[config.mk]
export PLATFORM = sky130hd
export DESIGN_NAME = snake_frame_tap
export DESIGN_NICKNAME = d
export VERILOG_FILES = /design/src/rtl/snake_frame_tap.sv
export SDC_FILE = /design/constraint.sdc
export NUM_CORES = 1
export LEC_CHECK = 0
export ABC_AREA = 1
export CAP_MARGIN = 20
export CORE_AREA = 5 5 235 237
export DETAILED_ROUTE_END_ITERATION = 10
export DIE_AREA = 0 0 240 242
export PLACE_DENSITY = 0.48
export SYNTH_ARGS = -nofsm -noshare
export SYNTH_HDL_FRONTEND = slang
export SYNTH_SLANG_ARGS = --single-unit
[constraint.sdc]
create_clock -name clock -period 18.4 [get_ports clock]
set_clock_uncertainty 0.15 [all_clocks]
set_input_delay 3.68 -clock clock [delete_from_list [all_inputs] [get_ports clock]]
set_output_delay 3.68 -clock clock [all_outputs]
set_load 0.03 [all_outputs]
[src/rtl/snake_frame_tap.sv]
// snake_frame_tap: settle-filtered tap on the snake_data bus, published to the VGA side on a vsync rise.
// Defining SNAKE_FRAME_TAP_FREEZE_EN adds a freeze input that holds the published side.
module snake_frame_tap #(
    parameter int                        DATA_W        = 488,
    parameter int                        FIELD_W       = 32,
    parameter int                        NUM_CH        = 3,
    parameter int                        OFF_W         = 10,
    parameter logic [NUM_CH*OFF_W-1:0]   CH_LSB        = {10'd360, 10'd328, 10'd200},
    parameter int                        STABLE_CYCLES = 4
) (
    input  logic                         clock,
    input  logic                         reset,
    input  logic [DATA_W-1:0]            data_in,
    input  logic                         vsync_in,
`ifdef SNAKE_FRAME_TAP_FREEZE_EN
    input  logic                         freeze,
`endif
    output logic [NUM_CH*FIELD_W-1:0]    ch_out,
    output logic                         frame_update,
    output logic                         frame_tick,
    output logic [15:0]                  update_count,
    output logic                         settling
);

    localparam int               CH_W     = NUM_CH * FIELD_W;
    localparam int               CNT_W    = $clog2(STABLE_CYCLES + 1);
    localparam logic [CNT_W-1:0] CNT_LAST = CNT_W'(STABLE_CYCLES - 1);

    localparam logic [0:0] ST_STABLE   = 1'b0;
    localparam logic [0:0] ST_SETTLING = 1'b1;

    logic [CH_W-1:0]  cur;
    logic [CH_W-1:0]  samp;
    logic [CH_W-1:0]  shadow;
    logic [CNT_W-1:0] cnt;
    logic [0:0]       state;
    logic             dirty;
    logic             commit;
    logic             s1;
    logic             s2;
    logic             s3;
    logic             rise;
    logic             publish;

    // Bad channel placement or a zero settle length must stop elaboration.
    generate
        if (STABLE_CYCLES < 1) begin : g_bad_stable
            $error("snake_frame_tap: STABLE_CYCLES must be at least 1");
        end
        for (genvar i = 0; i < NUM_CH; i++) begin : g_ch
            localparam int LSB = int'(CH_LSB[i*OFF_W +: OFF_W]);
            if (LSB + FIELD_W > DATA_W) begin : g_bad_lsb
                $error("snake_frame_tap: channel field exceeds DATA_W");
            end else begin : g_tap
                assign cur[i*FIELD_W +: FIELD_W] = data_in[LSB +: FIELD_W];
            end
        end
    endgenerate

    // vsync_in is asynchronous: two flops to resynchronise, a third for edge detection.
    always_ff @(posedge clock or posedge reset) begin
        if (reset) begin
            s1 <= 1'b0;
            s2 <= 1'b0;
            s3 <= 1'b0;
        end else begin
            s1 <= vsync_in;
            s2 <= s1;
            s3 <= s2;
        end
    end

    assign rise       = s2 & ~s3;
    assign frame_tick = rise;

`ifdef SNAKE_FRAME_TAP_FREEZE_EN
    assign publish = rise & ~freeze;
`else
    assign publish = rise;
`endif

    assign commit   = (state == ST_SETTLING) && (cur == samp) && (cnt == CNT_LAST);
    assign settling = (state == ST_SETTLING);

    // Settle filter: any change restarts the count; only a full quiet run reaches shadow.
    always_ff @(posedge clock or posedge reset) begin
        if (reset) begin
            samp   <= '0;
            shadow <= '0;
            cnt    <= '0;
            state  <= ST_STABLE;
        end else if (cur != samp) begin
            samp  <= cur;
            cnt   <= '0;
            state <= ST_SETTLING;
        end else if (state == ST_SETTLING) begin
            if (commit) begin
                shadow <= samp;
                state  <= ST_STABLE;
            end else begin
                cnt <= cnt + CNT_W'(1);
            end
        end
    end

    // A commit landing on the same edge as a publish keeps dirty set, so it goes out next frame.
    always_ff @(posedge clock or posedge reset) begin
        if (reset) begin
            ch_out       <= '0;
            dirty        <= 1'b0;
            frame_update <= 1'b0;
            update_count <= '0;
        end else begin
            if (commit) begin
                dirty <= 1'b1;
            end else if (publish) begin
                dirty <= 1'b0;
            end
            if (publish) begin
                ch_out <= shadow;
            end
            frame_update <= publish & dirty;
            if (publish && dirty) begin
                update_count <= update_count + 16'd1;
            end
        end
    end

endmodule
==> out/qor.log <==
[drt] vias after detailed routing 9180
[timing] final slew viol count 0
[cells_and_area] Layout Cells excl Fill 2220
[pwr] peak ir drop on the vdd network 0.0509 mV
[logic_synthesis] #FFs+latches synth 313
[drt] remaining number of nets flagged by the antenna check after routing 0
[logic_synthesis] most instantiated library cell after synthesis nand2_1
[logic_synthesis] Most used DFF post-synth dfrtp_1
[setup_path] slowest stage cell, crit path buf_4
[cells_and_area] share of layout cells above drive strength 1 5.06%
[drt] WL/cell 17.2 um
[cells_and_area] final non-filler cell area 16500 um^2
[clock_network] clock latency on the worst-skew pair 0.55 ns
[drt] Initial DRC Count 509
[logic_synthesis] Synth top cells by count 613 x nand2_1, 313 x dfrtp_1, 145 x clkbuf_1
[drt] Post-route DRC 0
[logic_synthesis] per-instance average area after synthesis 9.13 um^2
[timing] final setup fails 0
[setup_path] ordered list of cells on the worst path clkdlybuf4s50_1 > xnor2_1 > nand2_1 > nor2_1 > nand2_1 > nor2_1 > nand2_1 > nor2_4 > buf_4 > nand4_1 > nand2_1
[floorplanning] top-level I/O count 606
[drt] WL final 38.2 mm
[pwr] areal power density over the cells 94.7 nW/um^2
[placement] global placement routability congestion 0.738
[placement] cell count after placement 2152
[clock_network] TritonCTS clock tree yes
[timing] transition at the pin with the smallest max-transition slack 1.04 ns
[clock_network] CTS Buffer Depth 3
[timing] setup slack after layout 11.52 ns
[pwr] LEAKAGE 8.12 nW
[clock_network] clk sinks 313
[floorplanning] standard-cell rows 85
[cells_and_area] final core utilization 31.0%
[min_path] type of the most critical hold path reg2reg
[cells_and_area] # fillers 5531
[logic_synthesis] Net Count, Synth 1882
[floorplanning] Core Footprint 53100 um^2
[timing] Fmax achieved 145 MHz
[setup_path] sort of element at the end of the critical path flop
[setup_path] delay of the slowest cell on the worst path 0.81 ns
[clock_network] maximum level of the CTS H-tree 2
[grt] wire length of the first global-routing pass 58.9 mm
[timing] Sum Neg Setup Slack 0 ns
[clock_network] number of buffers added for setup after CTS 0
[logic_synthesis] most area-hungry cell type in the Yosys netlist dfrtp_1
[grt] pin count of the biggest net entering global routing 110
[timing] total count of hold-check failures in the final report 0
[logic_synthesis] sequential fraction of the synthesis area 61.8%
[job] # Max-Cap Violations 0
[floorplanning] die extent in x 240 um
[setup_path] crit path DAT 7.20 ns
[grt] via count of the first global-routing pass 9348
[clock_network] Resized cells post-CTS 0
[logic_synthesis] cell types with the largest area share after synthesis dfrtp_1 62%, nand2_1 18%, nand4_1 5.2%
[clock_network] post-CTS clock slew at the launch and capture registers of the worst setup and hold paths 0.05 ns
[timing] final hold slack 0.199 ns
[logic_synthesis] ys async rst share 100%
[clock_network] cts hold-fix bufs 0
[timing] unrepaired setup endpoints after global routing false
[timing] remaining max-slew budget at the tightest pin 30.8%
[floorplanning] Chip Height 242 um
[setup_path] startpoint class of the critical path input pin
[placement] Place WS 10.75 ns
[drt] iteration count of the initial detailed-routing pass 4
[grt] initial antenna violation count 5
[setup_path] Worst Path Class, Setup in2reg
[placement] # port buffers 213
[setup_path] Worst EP required 18.72 ns
[timing] minimum clock period after layout 6.88 ns
[logic_synthesis] netlist area before placement 12700 um^2
[placement] placement-stage cell area 15200 um^2
[setup_path] CP Buf/Inv Count 2
[logic_synthesis] Yosys cell types 21
[cells_and_area] layout-stage area growth over the synthesis result 29.9%
[drt] via/cell ratio 4.14
[setup_path] dominant cell type by count on the critical path nand2_1
[logic_synthesis] area fraction of the dominant cell type after synthesis 61.8%
[floorplanning] Total Die Area 58100 um^2
[logic_synthesis] Yosys Warn Count 0
[timing] final period utilization 37.4%
[cells_and_area] # nets final 1992
[logic_synthesis] synthesized netlist cell count 1388
[placement] estimated wirelength of the detail-placed design 25.8 mm
[setup_path] cell family contributing the most delay on the critical path simple AND/OR/NAND/NOR gates
[setup_path] biggest fanout along the worst timing path 69
[pwr] Power Total 1.56 mW
[grt] global router's overall resource usage 13.1%
[clock_network] root buffer selected by CTS clkbuf_16
[logic_synthesis] number of enable-type register cells in the synthesized netlist 0
[clock_network] total clock buffers created by CTS 39
[floorplanning] Initial Utilization 23.9%
[grt] residual overflow from global routing 0
[outcome] result of the run completed
-- power by group --
group,internal [mW],switching [mW]
logic,0.0378,0.0517
registers,0.701,0.00950
clock network,0.462,0.298
-- cell families after synthesis --
group,Yosys count,share of synthesized area (%)
adder cells (fa/ha/maj),3,0.296
AND/OR/NAND/NOR,768,25.1
XOR/XNOR,89,6.15
buffers and inverters,213,6.61
flip-flops,313,61.8
AO/OA/AOI/OAI,2,0.0790
-- flip-flops by register name, indices dropped and copies added (netlist names), 3 cells and up --
| register | flops |
|---|---|
| samp | 96 |
| shadow | 96 |
| ch_out | 96 |
| update_count | 16 |
| cnt | 3 |
-- final timing paths --
check | startpoint | cells after the start | endpoint | slack (ns)
min reg2reg | s1 | 0 | s2 | 0.20
max in group asynchronous | reset | 5 | shadow[26] | 12.63
min | s1 | 0 | s2 | 0.20
max | data_in[368] | 11 | shadow[72] | 11.52
max reg2reg | samp[72] | 10 | shadow[72] | 14.75
min in group asynchronous | reset | 2 | update_count[7] | 3.52
-- final cells by class --
class / count / area (um^2) / area share, %
repair buffers: 225 / 2240 / 13.6
clock buffers: 57 / 1150 / 7.01
well taps: 696 / 871 / 5.29
clock inverters: 8 / 111 / 0.676
diodes: 2 / 5.00 / 0.0304
multi-input cells: 862 / 4020 / 24.4
inverters: 57 / 226 / 1.38
flip-flops and latches: 313 / 7830 / 47.6
-- layer usage --
layer	routed length, um	track usage [%]
met5	47	0
met3	2160	3.47
met4	855	3.57
met2	17800	20.9
met1	17400	17.8
-- placed cells by master (no fill, tap or decap), types with 2 or more instances in the layout --
master,count
nand2_1,613
dfrtp_1,313
clkdlybuf4s50_1,213
nand4_1,106
xnor2_1,71
inv_1,54
clkbuf_16,40
nor2_1,36
xor2_1,18
buf_4,11
clkbuf_8,9
clkbuf_1,8
nand3_1,7
nor2_4,3
ha_1,3
diode_2,2
inv_4,2
a21oi_1,2
bufinv_16,2
clkinv_2,2
-- worst reg2reg max path: stages, from the launching register on --
cell and delay, ns:
dfrtp_1 0.39, xnor2_1 0.41, nand2_1 0.11, nor2_1 0.12, nand2_1 0.12, nor2_1 0.17
nand2_1 0.11, nor2_4 0.64, buf_4 0.82, nand4_1 0.39, nand2_1 0.17
Power figures use the tool's default switching activity.
